--- src/rtl/operand_fetch.sv ---
`default_nettype none
// ============================================================================
//  Module      : operand_fetch
//  Description : Decode/operand-fetch stage. Holds the architectural
//                register file, services the writeback write port, reads two
//                source operands with same-cycle writeback bypass, stalls on
//                RAW/WAW hazards through a per-register busy scoreboard and
//                hands operands to execute through a valid/ready register.
//
//  Ports       : clk, reset             - clock, synchronous active-high reset
//                id_*                   - decoded instruction in, id_ready out
//                ex_*                   - operand pipeline register to execute
//                wb_en/wb_addr/wb_data  - writeback write port
//
//  Options     : R0_ZERO_EN - register 0 is hardwired to zero (reads 0 on
//                every path, writes dropped, never marked busy).
//
//  Revision    : 1.0 - initial release
// ============================================================================
module operand_fetch #(
    parameter int DATA_W = 16,
    parameter int NREG   = 8,
    parameter int ADDR_W = 3,
    parameter int PC_W   = 8
) (
    input  logic              clk,
    input  logic              reset,
    // decode side
    input  logic              id_valid,
    output logic              id_ready,
    input  logic [ADDR_W-1:0] id_rs1,
    input  logic [ADDR_W-1:0] id_rs2,
    input  logic [ADDR_W-1:0] id_rd,
    input  logic              id_rd_we,
    input  logic [PC_W-1:0]   id_pc1,
    // execute side
    output logic              ex_valid,
    input  logic              ex_ready,
    output logic [DATA_W-1:0] ex_a,
    output logic [DATA_W-1:0] ex_b,
    output logic [ADDR_W-1:0] ex_rd,
    output logic              ex_rd_we,
    output logic [PC_W-1:0]   ex_pc1,
    // writeback port
    input  logic              wb_en,
    input  logic [ADDR_W-1:0] wb_addr,
    input  logic [DATA_W-1:0] wb_data
);

    logic [DATA_W-1:0] r_regs [NREG];
    logic [NREG-1:0]   r_busy;

    logic              r_ex_valid;
    logic [DATA_W-1:0] r_ex_a;
    logic [DATA_W-1:0] r_ex_b;
    logic [ADDR_W-1:0] r_ex_rd;
    logic              r_ex_rd_we;
    logic [PC_W-1:0]   r_ex_pc1;

    logic              w_rs1_is_r0;
    logic              w_rs2_is_r0;
    logic              w_wb_write;   // writeback actually updates the file
    logic              w_rd_set;     // issue marks id_rd busy
    logic [DATA_W-1:0] w_rd1;
    logic [DATA_W-1:0] w_rd2;
    logic              w_wb_hit1;
    logic              w_wb_hit2;
    logic              w_wb_hitd;
    logic              w_src1_hazard;
    logic              w_src2_hazard;
    logic              w_waw_hazard;
    logic              w_issue;
    logic [NREG-1:0]   w_busy_next;

`ifdef R0_ZERO_EN
    assign w_rs1_is_r0 = (id_rs1 == '0);
    assign w_rs2_is_r0 = (id_rs2 == '0);
    assign w_wb_write  = wb_en && (wb_addr != '0);
    assign w_rd_set    = id_rd_we && (id_rd != '0);
`else
    assign w_rs1_is_r0 = 1'b0;
    assign w_rs2_is_r0 = 1'b0;
    assign w_wb_write  = wb_en;
    assign w_rd_set    = id_rd_we;
`endif

    assign w_wb_hit1 = wb_en && (wb_addr == id_rs1);
    assign w_wb_hit2 = wb_en && (wb_addr == id_rs2);
    assign w_wb_hitd = wb_en && (wb_addr == id_rd);

    // Zero override sits outside the bypass so a write to r0 can never leak
    // through the forwarding path.
    assign w_rd1 = w_rs1_is_r0 ? '0 : (w_wb_hit1 ? wb_data : r_regs[id_rs1]);
    assign w_rd2 = w_rs2_is_r0 ? '0 : (w_wb_hit2 ? wb_data : r_regs[id_rs2]);

    // A register being written back this cycle is no longer pending: the
    // bypass supplies its value, so it does not stall.
    assign w_src1_hazard = r_busy[id_rs1] && !w_wb_hit1;
    assign w_src2_hazard = r_busy[id_rs2] && !w_wb_hit2;
    assign w_waw_hazard  = w_rd_set && r_busy[id_rd] && !w_wb_hitd;

    assign id_ready = !w_src1_hazard && !w_src2_hazard && !w_waw_hazard &&
                      (!r_ex_valid || ex_ready);
    assign w_issue  = id_valid && id_ready;

    // Clear first, then set: an issue claiming the register that is retiring
    // in the same cycle leaves it busy.
    always_comb begin
        w_busy_next = r_busy;
        if (wb_en) begin
            w_busy_next[wb_addr] = 1'b0;
        end
        if (w_issue && w_rd_set) begin
            w_busy_next[id_rd] = 1'b1;
        end
    end

    always_ff @(posedge clk) begin
        if (reset) begin
            for (int i = 0; i < NREG; i++) begin
                r_regs[i] <= '0;
            end
            r_busy     <= '0;
            r_ex_valid <= 1'b0;
            r_ex_a     <= '0;
            r_ex_b     <= '0;
            r_ex_rd    <= '0;
            r_ex_rd_we <= 1'b0;
            r_ex_pc1   <= '0;
        end else begin
            if (w_wb_write) begin
                r_regs[wb_addr] <= wb_data;
            end
            r_busy <= w_busy_next;

            if (w_issue) begin
                r_ex_valid <= 1'b1;
                r_ex_a     <= w_rd1;
                r_ex_b     <= w_rd2;
                r_ex_rd    <= id_rd;
                r_ex_rd_we <= id_rd_we;
                r_ex_pc1   <= id_pc1;
            end else if (ex_ready) begin
                // Drain: data outputs keep their last value.
                r_ex_valid <= 1'b0;
            end
        end
    end

    assign ex_valid = r_ex_valid;
    assign ex_a     = r_ex_a;
    assign ex_b     = r_ex_b;
    assign ex_rd    = r_ex_rd;
    assign ex_rd_we = r_ex_rd_we;
    assign ex_pc1   = r_ex_pc1;

endmodule
`default_nettype wire

--- config.mk ---
export PLATFORM = sky130hd
export DESIGN_NAME = operand_fetch
export DESIGN_NICKNAME = d
export VERILOG_FILES = /design/src/rtl/operand_fetch.sv
export SDC_FILE = /design/constraint.sdc
export NUM_CORES = 1
export LEC_CHECK = 0
export CORE_MARGIN = 8
export CORE_UTILIZATION = 30
export CTS_BUF_LIST = sky130_fd_sc_hd__clkbuf_8 sky130_fd_sc_hd__clkbuf_16
export CTS_CLUSTER_SIZE = 14
export DETAILED_ROUTE_END_ITERATION = 12
export MAX_ROUTING_LAYER = met4
export SYNTH_ARGS = -nofsm -noshare
export SYNTH_HDL_FRONTEND = slang
export SYNTH_SLANG_ARGS = --single-unit
export TNS_END_PERCENT = 1
--- constraint.sdc ---
create_clock -name clk -period 3.5 [get_ports clk]
set_clock_uncertainty 0.2 [all_clocks]
set_input_delay 0.875 -clock clk [delete_from_list [all_inputs] [get_ports clk]]
set_output_delay 0.875 -clock clk [all_outputs]
set_load 0.02 [all_outputs]
==> results of run 1 <==
## worst max-delay path, stage by stage
cell	delay, ns
clkdlybuf4s50_1	0.61
xnor2_1	0.15
nand4_1	0.20
nand4b_4	0.16
and4_1	0.19
buf_4	0.14
## flip-flops by register name (all words and copies together) (netlist names)
register	cells
r_regs	128
ex_a	16
r_busy	8
ex_pc1	8
ex_rd	3
ex_valid	1
ex_rd_we	1
ex_b	16
## repair_timing
item | CTS | global route
endpoints found under the setup margin | 1 | 1
gates resized for setup | 5 | 10
pin swaps | 0 | 1
buffers inserted | 0 | 1
## how the worst max path moves through the flow
stage	to	slack (ns)	cells after the start
global route	id_ready	0.02	6
finish	id_ready	0.1	6
global placement	id_ready	-0.41	6
floorplan	id_ready	0.38	7
detailed placement	id_ready	-0.42	6
CTS	id_ready	0.01	6
## logic make-up after synthesis
logic type | synth area share
and+or+nand+nor | 0.1587
DFF | 0.5014
muxes | 0.2205
AOI/OAI and AO/OA | 0.06664
buffers and inverters | 0.04234
xor gates and xnor gates | 0.01036
## synth_stat cells (all sizes together), types with 2 or more instances
master / instances
o21ai: 2
nor2: 12
and2: 128
o31ai: 16
and4: 2
o2111ai: 5
xnor2: 9
or2: 4
a22oi: 3
o22ai: 3
nand2b: 35
or4: 4
a31o: 2
a211o: 32
dfxtp: 53
mux2i: 70
a21oi: 15
nand4: 17
edfxtp: 128
nand3: 2
buf: 35
nor3: 34
nor2b: 4
mux4: 64
nand2: 15
a31oi: 2
inv: 13
o21bai: 2
clkbuf: 30
## cell type report
class / count / share of cell area
Inverter: 13 / 0.004067
Multi-Input combinational cell: 488 / 0.3749
Clock inverter: 9 / 0.008029
Sequential cell: 181 / 0.4088
Clock buffer: 23 / 0.04609
Tap cell: 442 / 0.04609
Antenna cell: 1 / 0.0002086
Timing Repair Buffer: 144 / 0.1119
## per-stage QoR
| step | util | area, um^2 | setup WS (ns) | cells |
|---|---|---|---|---|
| 2_1_floorplan | - | 9782 | 0.3842 | 747 |
| 3_3_place_gp | 0.3500 | 11300 | -0.4104 | 1267 |
| 3_5_place_dp | 0.3500 | 11300 | -0.4183 | 1267 |
| 4_1_cts | 0.3701 | 11950 | 0.01321 | 1299 |
| 5_1_grt | 0.3716 | 12000 | 0.02233 | 1301 |
| 6_report | 0.3716 | 12000 | 0.09665 | 1301 |
## metal layers
metal,GRT usage,part of all wire,vias to the layer above
li1,-,-,3036
met1,0.1602,0.41,3209
met2,0.2307,0.51,176
met3,0.03343,0.062,28
met4,0.04820,0.018,0
met5,-,0,-
## cells in the final DEF (no fill, tap or decap), drive strengths merged, types with 15 or more instances in the layout
cell type | synthesis | routed
nand2 | 15 | 15
and2 | 128 | 128
nand4 | 17 | 17
mux4 | 64 | 64
edfxtp | 128 | 128
o31ai | 16 | 16
dfxtp | 53 | 53
inv | 13 | 18
nand2b | 35 | 35
a211o | 32 | 32
clkbuf | 30 | 23
nor3 | 34 | 34
mux2i | 70 | 70
clkdlybuf4s50 | 0 | 75
a21oi | 15 | 15
buf | 35 | 63
## power by group
part	switching, mW	total (mW)	internal [mW]	leakage [nW]
logic	0.446	0.870	0.424	2.45
clock network	0.868	2.07	1.21	0.326
registers	0.0649	2.50	2.43	1.67
total	1.38	5.44	4.06	4.45
==> parameters.txt, run 1 <==
Parameter                              Value

Pwr
  Worst voltage drop across the vdd grid ... 0.2786 mV
  Power per Cell Area ... 453.6 nW/um^2
  Leakage component of the power ... 4.447 nW
  Overall power after layout ... 5.443 mW

Logic synthesis
  Unique cell type count in the Yosys netlist ... 44
  Yosys Warn Count ... 0
  Biggest area consumer among synthesized cells ... edfxtp_1
  Flops & latches, synth ... 181
  Share of the yosys chip area belonging to registers ... 0.5014
  Leading post-synthesis cells by cell area ... edfxtp_1, mux4_2, dfxtp_1, and2_1, mux2i_1
  Number of enable-type register cells in the synthesized netlist ... 128
  Post-synthesis average cell area ... 13.09 um^2
  Synthesized area ... 9782 um^2
  Synth async-reset ratio ... 0
  Mapped Cells ... 747
  Post-Syn Nets ... 789
  Share of the synthesized area in the top cell type ... 0.3929
  Synth Flop Type ... edfxtp_1

Route
  Vias post-DR ... 6449
  DRC violation count after routing ... 0
  Average detailed-routed wire length per instance ... 19.92 um
  Total routed wirelength ... 25920 um
  Initial DRC Count ... 423
  Post-DR vias/cell ... 4.957
  Final antenna-violating net count ... 0
  DRT Pass-1 Iters ... 4

STA
  Final-report hold violation count ... 0
  Endpoints failing setup ... 0
  Remaining max-slew budget at the tightest pin ... 0.5162
  Highest achievable clock rate ... 293.8 MHz
  Worst hold slack ... 0.2708 ns
  Fin Setup TNS ... 0 ns
  Max-slew violation count ... 0
  Fraction of the cycle the final worst path needs ... 0.9724
  Final critical path time including I/O delays and setup ... 3.403 ns
  Worst slew pin tran ... 0.7256 ns
  Setup repair after global routing missed its margin ... no

Floorplanning
  Placement row count ... 66
  Number of I/O pins ... 88
  Area enclosed by the die boundary ... 38640 um^2
  Effective utilization at floorplan ... 0.3030
  Width of the die ... 196.6 um
  Height of the die ... 196.6 um
  Placeable core region ... 32290 um^2

Worst setup path
  Cells on worst reg2reg path ... 7
  WP data required ... 2.42 ns
  Slack of the worst reg-to-reg path ... 1.38 ns
  Kind of end point of the critical path ... primary output
  Crit-path max FO ... 4
  Kind of start point of the critical path ... input pin
  Startpoint-to-endpoint class of the critical path ... input pin to primary output
  Critical R2R Launch ... r_busy[7]
  Worst setup startpoint ... wb_addr[0]
  Reg-to-Reg End ... ex_a[9]
  Signal arrival time at the worst endpoint ... 2.33 ns

Cells and area
  Sequential cell area ... 4905 um^2
  Area added between synthesis and finish ... 22.67%
  Fillers ... 3067
  Nets ... 887
  Multi-input combinational cell area ... 4498 um^2
  Fraction of final layout cells with drive strength greater than 1 ... 0.2063

Place
  Global placer's final weighted congestion ... 0.8383
  Total half-perimeter wirelength after legalization and detailed placement ... 17640 um
  Number of port buffers ... 87

Min path
  Worst min-delay path category ... register to register
  Min-Delay Endpoint ... ex_rd[2]
  Cells on Worst Hold Path ... 2
  Hold wc startpoint ... ex_rd[2]

Clock network
  CTS tree ... yes
  Root buf cell ... clkbuf_16
  # clock sinks ... 181
  Max Root-Sink Buffers ... 2
  Clock buffers created by TritonCTS ... 17
  Post-CTS Hold Buffers ... 0
  Clock H-tree levels ... 4
  Clock input transition at the sequential cells of the worst setup and hold paths ... 0.08 ns
  Clock insertion delay at the later pin of the skew report ... 0.43 ns

Global routing
  Antenna violations before repair ... 1
  Global-route congestion overflow total ... 0
  Number of global-route vias before repair ... 6540
  GRT Total Usage ... 0.1377
  Wire length of the first global-routing pass ... 39190 um
  Pin count of the biggest net entering global routing ... 49

Status
  Run status ... finished clean

Job
  Max-Cap Viols ... 0
No activity file was read; power rests on OpenSTA's default activity.
==> run 2, diff against run 1 <==
--- a/config.mk
+++ b/config.mk
@@ -5,12 +5,12 @@
 export SDC_FILE = /design/constraint.sdc
 export NUM_CORES = 1
 export LEC_CHECK = 0
-export CORE_MARGIN = 8
 export CORE_UTILIZATION = 30
 export CTS_BUF_LIST = sky130_fd_sc_hd__clkbuf_8 sky130_fd_sc_hd__clkbuf_16
 export CTS_CLUSTER_SIZE = 14
 export DETAILED_ROUTE_END_ITERATION = 12
 export MAX_ROUTING_LAYER = met4
+export SLEW_MARGIN = 10
 export SYNTH_ARGS = -nofsm -noshare
 export SYNTH_HDL_FRONTEND = slang
 export SYNTH_SLANG_ARGS = --single-unit
==> run 2 against run 1 <==
  * Cell count decreased by 0.54%
  * Utilization up 0.15 points
  * Register-to-register slack got worse by 0.04 ns
  * Sequential share of layout area is 0.46 points higher
  * Critical path depth stayed put
  * Sequential power about the same
  * Die area is 14% lower
  * Sequential cell count stayed put
  * Critical path type unchanged
==> parameters.txt, run 2 (synthesis gave the netlist of run 1 again) <==
Parameter                              Value

Status
  Run status ... finished clean

Route
  Post-DR vias/cell ... 4.988 (+0.62%)
  Initial DRC Count ... 503 (+19%)
  Average detailed-routed wire length per instance ... 19.83 um (-0.49%)
  Vias post-DR ... 6454 (+0.078%)
  Total routed wirelength ... 25650 um (-1.0%)
  DRC violation count after routing ... 0 (unchanged)
  Final antenna-violating net count ... 0 (unchanged)
  DRT Pass-1 Iters ... 5 (+1)

Floorplanning
  Width of the die ... 182.6 um (-7.1%)
  Placement row count ... 65 (-1.5%)
  Area enclosed by the die boundary ... 33330 um^2 (-14%)
  Placeable core region ... 31800 um^2 (-1.5%)
  Effective utilization at floorplan ... 0.3076 (+0.004661)
  Height of the die ... 182.6 um (-7.1%)
  Number of I/O pins ... 88 (unchanged)

STA
  Worst slew pin tran ... 0.6911 ns (-0.03458 ns)
  Max-slew violation count ... 0 (unchanged)
  Highest achievable clock rate ... 294.7 MHz (+0.31%)
  Crit path setup slack, layout ... 0.1072 ns (+0.01054 ns)
  Fraction of the cycle the final worst path needs ... 0.9694 (-0.003013)
  Setup repair after global routing missed its margin ... no
  Remaining max-slew budget at the tightest pin ... 0.5393 (+0.02306)
  Final critical path time including I/O delays and setup ... 3.393 ns (-0.01054 ns)
  Fin Setup TNS ... 0 ns (unchanged)
  Final-report hold violation count ... 0 (unchanged)
  Endpoints failing setup ... 0 (unchanged)

Cells and area
  Area added between synthesis and finish ... 21.30%
  Nets ... 888 (+0.11%)
  Largest Register ... r_regs
  Fraction of final layout cells with drive strength greater than 1 ... 0.2061 (-0.0002402)
  Count of non-filler cells in the finished layout ... 1294 (-0.54%)
  # diodes ... 0 (-1)
  Commonest cells after routing, fill and taps aside ... and2_1, edfxtp_1, clkdlybuf4s50_1, mux2i_1, mux4_2
  Fin area ... 11870 um^2 (-1.1%)
  Largest register FFs ... 128 (unchanged)

Global routing
  GRT Total Usage ... 0.1630 (+0.02537)
  Pin count of the biggest net entering global routing ... 41 (-16%)
  Number of global-route vias before repair ... 6563 (+0.35%)
  Wire length of the first global-routing pass ... 39340 um (+0.40%)
  Global-route congestion overflow total ... 0 (unchanged)
  Antenna violations before repair ... 0 (-1)

Worst setup path
  Critical R2R Launch ... r_busy[7]
  Reg-to-Reg End ... r_busy[3]
  Signal arrival time at the worst endpoint ... 2.32 ns (about the same)
  Slowest cell on the critical path ... clkdlybuf4s50_1
  Chain of cells forming the critical path ... clkdlybuf4s50_1 > xnor2_1 > nand4_1 > nand4b_2 > and4_1 > buf_4
  Cells on worst reg2reg path ... 6 (-1)
  Kind of start point of the critical path ... input pin
  Slack of the worst reg-to-reg path ... 1.34 ns (-0.04 ns)
  WP data required ... 2.42 ns (about the same)
  Crit-path max cell delay ... 0.63 ns (+0.02 ns)
  Kind of end point of the critical path ... primary output
  Startpoint-to-endpoint class of the critical path ... input pin to primary output
  Crit-path max FO ... 4 (unchanged)

Place
  Minimum setup slack after placement ... -0.4433 ns (-0.02498 ns)
  Placed cell areas ... 11280 um^2 (-0.17%)
  Global placer's final weighted congestion ... 0.8408 (+0.30%)
  Number of port buffers ... 87 (unchanged)
  Cell Count Post-Placement ... 1262 (-0.39%)
  Total half-perimeter wirelength after legalization and detailed placement ... 17330 um (-1.8%)

Min path
  Hold wc startpoint ... ex_b[9]
  Min-Delay Endpoint ... ex_b[9]
  Cells on Worst Hold Path ... 2 (unchanged)
  Worst min-delay path category ... register to register

Clock network
  Max Root-Sink Buffers ... 2 (unchanged)
  # clock sinks ... 181 (unchanged)
  Clock input transition at the sequential cells of the worst setup and hold paths ... 0.07 ns (about the same)
  Root buf cell ... clkbuf_16
  Clock insertion delay at the later pin of the skew report ... 0.43 ns (about the same)
  CTS tree ... yes
  Post-CTS repair timing setup buffer count ... 0 (unchanged)
  Clock H-tree levels ... 4 (unchanged)
  Clock buffers created by TritonCTS ... 17 (unchanged)

Pwr
  Power per Cell Area ... 443.0 nW/um^2 (-2.3%)
  Leakage component of the power ... 4.362 nW (-1.9%)
  Worst voltage drop across the vdd grid ... 0.2232 mV (-20%)
  Overall power after layout ... 5.257 mW (-3.4%)

Job
  Max-Cap Viols ... 0 (unchanged)
run 2: power breakdown:
group          internal [mW]  total [mW]  leakage (nW)  switching (mW)
clock                   1.00        1.89         0.279           0.890
sequential              2.43        2.50          1.67          0.0696
combinational          0.416       0.859          2.41           0.442
total                   3.85        5.26          4.36            1.40
run 2: stage by stage:
stage / utilization / hold WS, ns
2_1_floorplan: - / 0.2494
3_3_place_gp: 0.3548 / 0.2572
3_5_place_dp: 0.3548 / 0.2642
4_1_cts: 0.3729 / 0.2731
5_1_grt: 0.3731 / 0.3020
6_report: 0.3731 / 0.2726
run 2: final cells by class:
cell class | count | area (um^2)
Inverter | 13 | 48.80
Fill cell | 3043 | 19930
Tap cell | 435 | 544.3
Clock inverter | 15 | 150.1
Sequential cell | 181 | 4905
Clock buffer | 17 | 425.4
Timing Repair Buffer | 145 | 1316
Multi-Input combinational cell | 488 | 4476
run 2: per-layer routing:
layer / up-vias / wire (um) / track usage
li1: 3031 / - / -
met1: 3246 / 11440 / 0.2073
met2: 159 / 12710 / 0.2656
met3: 18 / 1215 / 0.03073
met4: 0 / 286 / 0.04370
met5: - / 0 / -
run 2: how the worst max path moves through the flow:
| stage | from | to | depth (start not counted) |
|---|---|---|---|
| floorplan | wb_addr[2] | id_ready | 7 |
| finish | wb_addr[2] | id_ready | 6 |
| detailed placement | id_rd[1] | id_ready | 6 |
| CTS | id_rd[2] | id_ready | 6 |
| global placement | id_rd[1] | id_ready | 6 |
| global route | wb_addr[2] | id_ready | 6 |
run 2: worst max-delay path, delay by kind of cell:
kind / cells / cell delay [ns]
buf+inv: 2 / 0.77
simple gates: 3 / 0.51
xor+xnor: 1 / 0.16
run 2: repair_timing:
action | in CTS | in global routing
setup endpoints to repair | 1 | 1
hold buffers | 0 | 0
gates resized for setup | 7 | 3
